<file path="src/rtl/fetch_stage_if.sv">
// Fetch-stage bundle: instruction bus (request/response), redirect from execute,
// and the fetch->decode register handshake. The master side is the fetch stage.
interface fetch_stage_if;
  logic        ireq_valid;
  logic [63:0] ireq_addr;
  logic        iresp_data_ok;
  logic [31:0] iresp_data;
  logic        redirect_valid;
  logic [63:0] redirect_pc;
  logic        stall;
  logic        dataF_valid;
  logic [95:0] dataF;

  modport master (
    output ireq_valid, ireq_addr, dataF_valid, dataF,
    input  iresp_data_ok, iresp_data, redirect_valid, redirect_pc, stall
  );

  modport slave (
    input  ireq_valid, ireq_addr, dataF_valid, dataF,
    output iresp_data_ok, iresp_data, redirect_valid, redirect_pc, stall
  );
endinterface

</file>
<file path="src/rtl/fetch_stage.sv">
// Instruction-fetch producer: owns the PC, issues ibus requests, feeds the fetch/decode register.
// Optional feature macro FETCH_BUF_EN adds a one-entry skid buffer behind dataF.
module fetch_stage #(
  parameter logic [63:0] RESET_PC = 64'h8000_0000,
  parameter logic [63:0] PC_STEP  = 64'd4
) (
  input logic           clk,
  input logic           reset,
  fetch_stage_if.master bus
);
  typedef enum logic [1:0] {WAIT = 2'd0, REQ = 2'd1, FLUSH = 2'd2} state_t;
  typedef struct packed {
    logic [63:0] pc;
    logic [31:0] instruction;
  } fetch_data_t;

  state_t      state_r, nextState_s;
  logic [63:0] pc_r, pcNext_s;
  logic [63:0] ireqAddr_r, ireqAddrNext_s;
  logic        ireqValid_r;
  logic        dataFValid_r, dataFValidNext_s;
  fetch_data_t dataF_r, dataFNext_s;
  fetch_data_t respData_s;
  logic [63:0] redirTarget_s;
  logic        dataOk_s, resp_s, transfer_s, slotFree_s;
`ifdef FETCH_BUF_EN
  logic        bufValid_r, bufValidNext_s;
  fetch_data_t buf_r, bufNext_s;
`endif

  // Next-state, PC, request address and dataF/buffer moves for the coming cycle.
  always_comb begin
    nextState_s      = state_r;
    pcNext_s         = pc_r;
    ireqAddrNext_s   = ireqAddr_r;
    dataFValidNext_s = dataFValid_r;
    dataFNext_s      = dataF_r;
`ifdef FETCH_BUF_EN
    bufValidNext_s   = bufValid_r;
    bufNext_s        = buf_r;
`endif
    redirTarget_s          = {bus.redirect_pc[63:2], 2'b00};
    dataOk_s               = bus.iresp_data_ok && ireqValid_r;
    transfer_s             = dataFValid_r && !bus.stall;
    resp_s                 = (state_r == REQ) && dataOk_s && !bus.redirect_valid;
    respData_s.pc          = pc_r;
    respData_s.instruction = bus.iresp_data;

    // A redirect kills everything buffered, regardless of stall or returning data.
    if (bus.redirect_valid) begin
      dataFValidNext_s = 1'b0;
`ifdef FETCH_BUF_EN
      bufValidNext_s   = 1'b0;
`endif
    end else begin
`ifdef FETCH_BUF_EN
      if (transfer_s || !dataFValid_r) begin
        if (bufValid_r) begin
          dataFNext_s      = buf_r;
          dataFValidNext_s = 1'b1;
          bufValidNext_s   = resp_s;
          if (resp_s) begin
            bufNext_s = respData_s;
          end else begin
            bufNext_s = buf_r;
          end
        end else if (resp_s) begin
          dataFNext_s      = respData_s;
          dataFValidNext_s = 1'b1;
        end else begin
          dataFValidNext_s = 1'b0;
        end
      end else if (resp_s) begin
        bufNext_s      = respData_s;
        bufValidNext_s = 1'b1;
      end else begin
        bufValidNext_s = bufValid_r;
      end
`else
      if (resp_s) begin
        dataFNext_s      = respData_s;
        dataFValidNext_s = 1'b1;
      end else if (transfer_s) begin
        dataFValidNext_s = 1'b0;
      end else begin
        dataFValidNext_s = dataFValid_r;
      end
`endif
    end

`ifdef FETCH_BUF_EN
    slotFree_s = !bufValidNext_s;
`else
    slotFree_s = !dataFValid_r || !bus.stall;
`endif

    case (state_r)
      WAIT: begin
        if (bus.redirect_valid) begin
          pcNext_s = redirTarget_s;
        end else if (slotFree_s) begin
          nextState_s    = REQ;
          ireqAddrNext_s = pc_r;
        end else begin
          nextState_s = WAIT;
        end
      end
      REQ: begin
        if (bus.redirect_valid) begin
          pcNext_s    = redirTarget_s;
          nextState_s = dataOk_s ? WAIT : FLUSH;
        end else if (dataOk_s) begin
          pcNext_s = pc_r + PC_STEP;
`ifdef FETCH_BUF_EN
          if (slotFree_s) begin
            nextState_s    = REQ;
            ireqAddrNext_s = pc_r + PC_STEP;
          end else begin
            nextState_s = WAIT;
          end
`else
          nextState_s = WAIT;
`endif
        end else begin
          nextState_s = REQ;
        end
      end
      FLUSH: begin
        if (bus.redirect_valid) begin
          pcNext_s = redirTarget_s;
        end else begin
          pcNext_s = pc_r;
        end
        nextState_s = dataOk_s ? WAIT : FLUSH;
      end
      default: begin
        nextState_s = WAIT;
      end
    endcase
  end

  // State and output registers; reset abandons any outstanding request.
  always_ff @(posedge clk or posedge reset) begin
    if (reset) begin
      state_r      <= WAIT;
      pc_r         <= RESET_PC;
      ireqAddr_r   <= RESET_PC;
      ireqValid_r  <= 1'b0;
      dataFValid_r <= 1'b0;
      dataF_r      <= {RESET_PC, 32'h0000_0000};
`ifdef FETCH_BUF_EN
      bufValid_r   <= 1'b0;
      buf_r        <= {RESET_PC, 32'h0000_0000};
`endif
    end else begin
      state_r      <= nextState_s;
      pc_r         <= pcNext_s;
      ireqAddr_r   <= ireqAddrNext_s;
      ireqValid_r  <= (nextState_s != WAIT);
      dataFValid_r <= dataFValidNext_s;
      dataF_r      <= dataFNext_s;
`ifdef FETCH_BUF_EN
      bufValid_r   <= bufValidNext_s;
      buf_r        <= bufNext_s;
`endif
    end
  end

  assign bus.ireq_valid  = ireqValid_r;
  assign bus.ireq_addr   = ireqAddr_r;
  assign bus.dataF_valid = dataFValid_r;
  assign bus.dataF       = dataF_r;
endmodule
</file>
<file path="src/flat_wrapper.sv">
// flat-port wrapper written by rule: the top's interface ports become plain ports
module fetch_stage_flat 
#(
  parameter logic [63:0] RESET_PC = 64'h8000_0000,
  parameter logic [63:0] PC_STEP  = 64'd4
)
  (clk, reset, bus_ireq_valid, bus_ireq_addr, bus_dataF_valid, bus_dataF, bus_iresp_data_ok, bus_iresp_data, bus_redirect_valid, bus_redirect_pc, bus_stall);
  fetch_stage_if bus_i ();
  input logic clk;
  input logic reset;
  output wire logic [$bits(bus_i.ireq_valid)-1:0] bus_ireq_valid;
  output wire logic [$bits(bus_i.ireq_addr)-1:0] bus_ireq_addr;
  output wire logic [$bits(bus_i.dataF_valid)-1:0] bus_dataF_valid;
  output wire logic [$bits(bus_i.dataF)-1:0] bus_dataF;
  input wire logic [$bits(bus_i.iresp_data_ok)-1:0] bus_iresp_data_ok;
  input wire logic [$bits(bus_i.iresp_data)-1:0] bus_iresp_data;
  input wire logic [$bits(bus_i.redirect_valid)-1:0] bus_redirect_valid;
  input wire logic [$bits(bus_i.redirect_pc)-1:0] bus_redirect_pc;
  input wire logic [$bits(bus_i.stall)-1:0] bus_stall;
  assign bus_ireq_valid = bus_i.ireq_valid;
  assign bus_ireq_addr = bus_i.ireq_addr;
  assign bus_dataF_valid = bus_i.dataF_valid;
  assign bus_dataF = bus_i.dataF;
  assign bus_i.iresp_data_ok = bus_iresp_data_ok;
  assign bus_i.iresp_data = bus_iresp_data;
  assign bus_i.redirect_valid = bus_redirect_valid;
  assign bus_i.redirect_pc = bus_redirect_pc;
  assign bus_i.stall = bus_stall;
  fetch_stage #(.RESET_PC(RESET_PC), .PC_STEP(PC_STEP)) u_core (.clk(clk), .reset(reset), .bus(bus_i));
endmodule
</file>
<file path="config.mk">
export PLATFORM = sky130hd
export DESIGN_NAME = fetch_stage_flat
export DESIGN_NICKNAME = d
export VERILOG_FILES = /design/src/rtl/fetch_stage_if.sv /design/src/rtl/fetch_stage.sv /design/src/flat_wrapper.sv
export SDC_FILE = /design/constraint.sdc
export NUM_CORES = 1
export LEC_CHECK = 0
export CAP_MARGIN = 20
export CORE_AREA = 2 2 147 149
export DETAILED_ROUTE_END_ITERATION = 8
export DIE_AREA = 0 0 149 151
export GPL_TIMING_DRIVEN = 0
export MAX_ROUTING_LAYER = met4
export PLACE_DENSITY = 0.79
export SLEW_MARGIN = 20
export SYNTH_ARGS = -nofsm -noshare
export SYNTH_HDL_FRONTEND = slang
export SYNTH_SLANG_ARGS = --single-unit
</file>
<file path="constraint.sdc">
create_clock -name clk -period 9.92 [get_ports clk]
set_clock_uncertainty 0.2 [all_clocks]
set_input_delay 1.488 -clock clk [delete_from_list [all_inputs] [get_ports clk]]
set_output_delay 1.488 -clock clk [all_outputs]
set_load 0.05 [all_outputs]
</file>
### Word-level counts from Yosys, hierarchy flattened

Cells that the tools add are included.

| word-level totals | value |
|---|---|
| bits in registers | 228 |
| input port bits | 101 |

| cells by class | value |
|---|---|
| mux-type cells | 13 |
| reductions and logical operators | 16 |
| add/subtract/negate cells | 1 |
| bitwise logic cells | 1 |
| equality and inequality tests | 4 |

Operator list:

| operator | count |
|---|---|
| $mux W64 | 3 |
| $pmux W64 S2 | 1 |
| $add A64 B3 Y64 const B | 1 |
| $mux W2 | 3 |
| $pmux W2 S3 | 1 |
| $reduce_and A3 Y1 | 2 |
| $mux W1 | 5 |
| $logic_and A1 B1 Y1 | 4 |
| $reduce_bool A2 Y1 | 2 |
| $logic_not A1 Y1 | 3 |
| $ne A3 B2 Y1 const B | 1 |
| $reduce_bool A3 Y1 | 1 |
| $eq A2 B1 Y1 const B | 1 |
| $eq A2 B2 Y1 const B | 1 |
| $logic_not A2 Y1 | 1 |
| $ne A2 B1 Y1 const B | 1 |
| $reduce_and A2 Y1 | 1 |
| $reduce_or A2 Y1 | 1 |
| $logic_or A1 B1 Y1 | 1 |
| $not A1 Y1 | 1 |

### Depth between registers and ports, before layout

Gate-level depths: netlist of run 1.

| depth | value |
|---|---|
| word-level depth | 6 |
| mapped depth | 8 |
| mapped depth without buffers | 7 |

### Worst setup path after synthesis of run 1

No wires, ideal clock.

| path | value |
|---|---|
| kind | input port to flip-flop |
| from | in bus_redirect_valid |
| to | reg u_core.ireqAddr_r[10], in the netlist u_core.bus.ireq_addr[10] |
| setup slack | 6.647 ns |
| stages on the path | 4 |
| data arrival time | 2.949 ns |
| path through | clkbuf_1 a2111oi_2 clkbuf_1 mux2_2 |

| between the ends | value |
|---|---|
| cells in the longest elaborated chain, start to end | 2 |

RTL lines:

| item | line | RTL |
|---|---|---|
| start, declared | flat_wrapper.sv:17 | `input wire logic [$bits(bus_i.redirect_valid)-1:0] bus_redirect_valid;` |
| $not A1 Y1 (no line) | - |  |
| $reduce_and A3 Y1 (no line) | - |  |
| end signal, assigned | fetch_stage.sv:158 | `ireqAddr_r <= ireqAddrNext_s;` |
| end, declared | fetch_stage.sv:19 | `logic [63:0] ireqAddr_r, ireqAddrNext_s;` |

No other way between the ends.
A chain may end at the register's enable or synchronous reset.

### Final worst setup path of run 1

| path | value |
|---|---|
| from | in bus_iresp_data_ok |
| to | reg u_core.dataF_r (netlist bit u_core.bus.dataF[52]) |

| between the ends | value |
|---|---|
| cells in the longest elaborated chain, start to end | 4 |

RTL lines:

| item | line | RTL |
|---|---|---|
| start, declared | flat_wrapper.sv:15 | `input wire logic [$bits(bus_i.iresp_data_ok)-1:0] bus_iresp_data_ok;` |
| $logic_and A1 B1 Y1 | fetch_stage.sv:43 | `dataOk_s = bus.iresp_data_ok && ireqValid_r;` |
| $logic_and A1 B1 Y1 (2 in series) | fetch_stage.sv:45 | `resp_s = (state_r == REQ) && dataOk_s && !bus.redirect_valid;` |
| $reduce_and A2 Y1 (no line) | - |  |
| end signal, assigned | fetch_stage.sv:150 | `dataF_r <= {RESET_PC, 32'h0000_0000};` |
| end signal, assigned | fetch_stage.sv:161 | `dataF_r <= dataFNext_s;` |
| end, declared | fetch_stage.sv:22 | `fetch_data_t dataF_r, dataFNext_s;` |

No other way between the ends.

==> results of run 1 <==
## routing by layer
layer  vias up  global-route usage (%)  wire length [um]  part of all wire, %
met5         -                       -                 0                    0
met4         0                   10.81              1178                  3.6
met3        94                   5.934              3480                   11
met2       593                   45.48             14970                   45
met1      4547                   40.11             13430                   41
li1       4303                       -                 -                    -
## stage by stage
| step | setup WS [ns] | setup TNS, ns |
|---|---|---|
| 3_3_place_gp | -0.7489 | -159.39 |
| 2_1_floorplan | 2.159 | 0 |
| 3_5_place_dp | 5.241 | 0 |
| 5_1_grt | 5.543 | 0 |
| 4_1_cts | 5.764 | 0 |
| 6_report | 5.591 | 0 |
## layout make-up
cell class	count	area (sq um)	share of cell area, %
flip-flops and latches	222	5559	40.02
multi-input cells	772	4215	30.34
repair buffers	258	2619	18.85
clock inverters	9	51.30	0.3693
plain buffers	76	317.8	2.288
inverters	6	30.03	0.2162
well taps	275	344.1	2.477
clock buffers	35	753.2	5.422
diodes	1	2.502	0.01801
## sequential cells by signal (all words and copies together), names as in the netlist
signal                  count
u_core.bus.dataF           94
u_core.bus.ireq_addr       62
u_core.pc_r                62
u_core.state_r              2
u_core.bus.dataF_valid      1
u_core.bus.ireq_valid       1
## placed cells by master, fill, tap and decap left out, drive strengths merged, types with 3 or more instances in the layout
master         synthesis  final
conb                   1      4
a31oi                 11     11
a211o                  3      3
a21oi                 53     53
nor3                  23     23
nor4                   9      9
clkdlybuf4s50          0    255
a211oi                 4      4
o21a                   4      4
a32oi                 11     11
dfrtp                219    219
o21ai                 40     40
clkbuf                56     91
and3                  16     16
and4                  10     10
or3                    6      6
o211ai                 3      3
clkinv                 0      8
nand3                 33     33
nand4                 21     21
and2                   4      4
a22oi                  5      5
a311oi                 3      3
or4                    5      5
o22ai                 11     11
nand2b                 7      7
o22a                   9      9
o311ai                 3      3
nand2                333    333
buf                   20     23
a2bb2oi                5      5
dfstp                  3      3
mux2                  63     63
or2                    6      6
inv                    6      6
nor2                  50     50
## worst reg2reg max path, delay by kind of cell, from the launching register on
| kind | cells | cell delay (ns) |
|---|---|---|
| flops | 1 | 0.48 |
| buf+inv | 2 | 1.36 |
| compound gates | 1 | 0.20 |
| simple gates | 4 | 1.04 |
## worst max-delay path by stage
| stage | start | end | slack [ns] |
|---|---|---|---|
| 2_1_floorplan | reset | u_core.bus.dataF[0] | 2.16 |
| 3_3_place_gp | reset | u_core.bus.dataF[67] | -0.75 |
| 3_5_place_dp | bus_iresp_data_ok | u_core.bus.dataF[52] | 5.24 |
| 4_1_cts | bus_iresp_data_ok | u_core.bus.dataF[31] | 5.76 |
| 5_1_grt | bus_iresp_data_ok | u_core.bus.dataF[52] | 5.54 |
| 6_report | bus_iresp_data_ok | u_core.bus.dataF[52] | 5.59 |
## cell families after synthesis
family	Yosys count	share of synthesized area, %
other	1	0.03716
adders and majority gates	1	0.1240
AOI/OAI and AO/OA	173	10.96
buffers and inverters	82	3.373
muxes	65	7.229
and+or+nand+nor	529	23.19
DFF	222	55.09
## power by group through the flow
stage / logic [mW] / registers [mW] / clock network (mW)
global placement: 2.69 / 1.69 / 0
detailed placement: 2.74 / 1.70 / 0
global route: 2.89 / 1.75 / 0.950
CTS: 2.75 / 1.69 / 0.903
finish: 2.75 / 1.70 / 0.897
floorplan: 0.743 / 2.69 / 0
==> metrics, run 1 <==
worst path arrival time=4.57 ns; post-CTS resize count=0; TritonCTS clock tree=done; setup slack, reg-to-reg=6.57 ns; critical path's slowest cell=clkbuf_1; Startpoint Class=input pin; synthesized instance count=1073; Yosys warning total=0; All-Layer GR Usage=29.86%; fin. max-slew vios=0; min Tclk post-route=4.329 ns; post-synthesis sequential area ratio=55.09%; Internal=2.794 mW; CTS max path bufs=3; Cell Chain, Critical Path=clkdlybuf4s50_1 > and3_1 > o21ai_1 > nor2_1 > clkbuf_1 > clkbuf_1 > nand2_1 > nand2_1; required time worst endpoint=10.16 ns; gr ovfl total=0; Worst path max stage delay=0.79 ns; stages on the worst setup path=8; R2R depth=7; switching share of power=47.76%; period utilisation layout=43.64%; Die Y=151 um; post-synth top area cell=dfrtp_1; Bufs and invs on worst path=3; top-area cell type share of the netlist area=54.31%; post-synth cell types=57; CP delay by family, top=buffers and inverters; kind of critical path=input pin to flop; vias in the first global route=9195; first-pass GRT wire length=50630 um; final hold violations=0; WHS Path Cells=2; net switching power=2.554 mW; clock-pin slew on the worst setup and hold paths=0.06 ns; P&R area growth vs syn=37.67%; worst-skew pair later-pin latency=0.52 ns; RePlAce Congestion=0.9416; CTS buffer count=24; Port Buffer Count=255; Synth top cells by count=nand2_1 (333), dfrtp_1 (219), mux2_2 (63), clkbuf_1 (56), a21oi_1 (53); max-cap violations=0; clk sinks=222; placed wire-length estimate=23220 um; dpl cells=1609; relative slew slack=35.18%; most common cell in the netlist=nand2_1; Post-DP Area=0.01309 sq mm; min-delay src=u_core.bus.dataF[72]; Worst Tran Pin Value=0.9723 ns; post-synthesis register bit count=222; Static Leak=5.995 nW; sequential share of power=31.8%; Hold Crit Class=flop to flop; final std cells w/o fill=1654; DRC=0; Mapped Area=0.01009 sq mm; post-route ant nets=0; cell area after layout=0.01389 sq mm; Final setup viols=0; Max FO, Critical Path=10; # hold bufs at CTS=0; r2r endpoint=u_core.bus.dataF[52]; Root Driver=clkbuf_16; Worst VDD drop=0.0002422 V; Initial Utilization=48.46%; # IOs=263; CP endpoint kind=flop; row cnt=53; number of detailed-route iterations in the first pass=6; status=complete, no violations; syn_area_per_cell=9.404 sq um; reg2reg start=u_core.state_r[0]; largest net degree at the start of global routing=101; Synth Flop Type=dfrtp_1; Final Util=66.72%; core area=0.02082 sq mm; vias=9537; Synth area leaders=dfrtp_1 (54%), nand2_1 (12%), mux2_2 (7.0%), a21oi_1 (2.6%), clkbuf_1 (2.1%); clock share of power=16.8%; Hold EP=u_core.bus.dataF[72]; die area=0.02250 sq mm; Tot Pwr=5.348 mW; hold slack=0.2723 ns; combinational share of power=51.5%; vias per inst=5.766; First DRT Iteration DRCs=1054; ys async rst share=100.0%; Layout Nets=1462; Die X=149 um; Post-CTS Setup Bufs=0; Peak Freq=0.2310 GHz; RSZ-0062 raised after global routing=no; WL per Instance=19.98 um; initial antenna violation count=1; Pwr Density=385.0 mW/mm^2; Post-synth EDFFs=0; H-tree depth=1; share of layout cells above drive strength 1=9.869%; fillcell total=1694; final wirelength=33050 um
Note: power is estimated with default switching activity, not from simulation.
==> run 2: changes to the inputs <==
--- a/config.mk
+++ b/config.mk
@@ -6,12 +6,12 @@
 export NUM_CORES = 1
 export LEC_CHECK = 0
 export CAP_MARGIN = 20
-export CORE_AREA = 2 2 147 149
+export CORE_AREA = 2 2 155 157
 export DETAILED_ROUTE_END_ITERATION = 8
-export DIE_AREA = 0 0 149 151
+export DIE_AREA = 0 0 157 159
 export GPL_TIMING_DRIVEN = 0
 export MAX_ROUTING_LAYER = met4
-export PLACE_DENSITY = 0.79
+export PLACE_DENSITY = 0.75
 export SLEW_MARGIN = 20
 export SYNTH_ARGS = -nofsm -noshare
 export SYNTH_HDL_FRONTEND = slang
==> constraint.sdc (replaced) <==
create_clock -name clk -period 3.7 [get_ports clk]
set_clock_uncertainty 0.2 [all_clocks]
set_input_delay 0.555 -clock clk [delete_from_list [all_inputs] [get_ports clk]]
set_output_delay 0.555 -clock clk [all_outputs]
set_load 0.05 [all_outputs]
==> metrics, run 2 (synthesized netlist as in run 1, its figures left out) <==
H-tree depth=1; cell area after layout=0.01406 sq mm; clk sinks=222; Static Leak=6.035 nW; Setup TNS Final=0 ns; RePlAce Congestion=0.8996; First DRT Iteration DRCs=1051; CP endpoint kind=flop; core area=0.02319 sq mm; setup slack, reg-to-reg=0.41 ns; Die X=157 um; vias per inst=5.506; Hold Crit Class=input pin to async pin; Final Worst Setup Slack=0.3773 ns; post-route ant nets=0; max FFs per register=94; Max FO, Critical Path=10; WL per Instance=19.74 um; final hold violations=0; CTS buffer count=25; Setup WS pre-CTS=-0.07174 ns; placed wire-length estimate=24070 um; vias in the first global route=9325; relative slew slack=39.76%; max-cap violations=0; initial antenna violation count=3; CP startpoint=bus_iresp_data_ok; row cnt=56; die area=0.02496 sq mm; # IOs=263; Final Util=60.62%; fillcell total=1962; most frequent cells in the layout=nand2_1 (333), clkdlybuf4s50_1 (255), dfrtp_1 (219); r2r endpoint=u_core.bus.dataF[54]; Port Buffer Count=255; TritonCTS clock tree=done; R2R depth=7; kind of critical path=input pin to flop; Post-CTS Setup Bufs=0; Cell Chain, Critical Path=clkdlybuf4s50_1 > and3_1 > o21ai_1 > nor2_1 > clkbuf_1 > clkbuf_1 > nand2_1 > nand2_1; All-Layer GR Usage=27.58%; Worst VDD drop=0.0006567 V; Startpoint Class=input pin; DRC=0; Worst Tran Pin Value=0.9037 ns; Peak Freq=0.3010 GHz; Layout Nets=1468; Initial Utilization=43.51%; Post-DP Area=0.01322 sq mm; fin. max-slew vios=0; period utilisation layout=89.80%; clock-pin slew on the worst setup and hold paths=0.07 ns; P&R area growth vs syn=39.33%; post-CTS resize count=0; Pwr Density=1030 mW/mm^2; first-pass GRT wire length=52560 um; share of layout cells above drive strength 1=9.841%; Die Y=159 um; Root Driver=clkbuf_16; critical path's slowest cell=clkbuf_1; Worst path max stage delay=0.75 ns; gr ovfl total=0; # hold bufs at CTS=0; CTS max path bufs=3; worst path arrival time=3.58 ns; status=complete, no violations; reg2reg start=u_core.state_r[0]; RSZ-0062 raised after global routing=no; largest net degree at the start of global routing=35; worst-skew pair later-pin latency=0.53 ns; Final setup viols=0; final wirelength=33650 um; most common cell after layout, fill and taps aside=nand2_1; required time worst endpoint=3.96 ns; min Tclk post-route=3.323 ns; vias=9387; number of detailed-route iterations in the first pass=6
run 2: cell count changes in the layout (fill, tap and decap cells not counted):
| cell | previous run | this run |
|---|---|---|
| buf_12 | 0 | 7 |
| clkinv_4 | 1 | 0 |
| clkbuf_8 | 9 | 5 |
| diode_2 | 1 | 4 |
| clkinv_2 | 7 | 5 |
| bufinv_16 | 0 | 3 |
| buf_16 | 2 | 0 |
| inv_8 | 1 | 0 |
| clkbuf_1 | 57 | 61 |
run 2: area by class of cell:
cell class	count	area, sq um	share of cell area (%)
multi-input cells	772	4215	29.98
diodes	4	10.01	0.07119
clock inverters	8	115.1	0.8187
flip-flops and latches	222	5559	39.54
inverters	6	26.28	0.1869
repair buffers	263	2704	19.23
well taps	319	399.1	2.839
plain buffers	76	317.8	2.260
clock buffers	35	713.2	5.073
run 2: how the worst max path moves through the flow:
| stage | to | slack (ns) |
|---|---|---|
| detailed placement | u_core.bus.dataF[54] | -0.07 |
| floorplan | u_core.bus.dataF[0] | 0.05 |
| finish | u_core.bus.dataF[54] | 0.38 |
| global placement | u_core.bus.dataF[40] | -1.76 |
| global route | u_core.bus.dataF[54] | 0.31 |
| CTS | u_core.bus.dataF[54] | 0.47 |
run 2: critical path: cells and delay by family:
family,cells,cell delay (ns)
buffers and inverters,3,1.82
AND/OR/NAND/NOR,4,1.00
AO/OA/AOI/OAI,1,0.20
run 2: per-layer routing:
metal | global-route usage [%] | vias to the layer above | share of wire (%)
li1 | - | 4316 | -
met1 | 37.67 | 4462 | 42
met2 | 40.61 | 503 | 45
met3 | 5.716 | 106 | 9.4
met4 | 10.34 | 0 | 3.8
met5 | - | - | 0
run 2: through the flow:
stage               cells  total power, mW  hold slack [ns]
CTS                  1701            14.52           0.1982
floorplan            1076            9.203           0.2661
finish               1705            14.48           0.1977
detailed placement   1658            11.94           0.2615
global placement     1650            11.75           0.2528
global route         1704            15.17           0.2261
run 2: power breakdown:
| group | switching, mW | leakage [nW] | total (mW) | internal (mW) |
|---|---|---|---|---|
| combinational | 4.86 | 2.97 | 7.37 | 2.51 |
| sequential | 1.00 | 2.66 | 4.58 | 3.58 |
| clock | 0.991 | 0.412 | 2.53 | 1.54 |
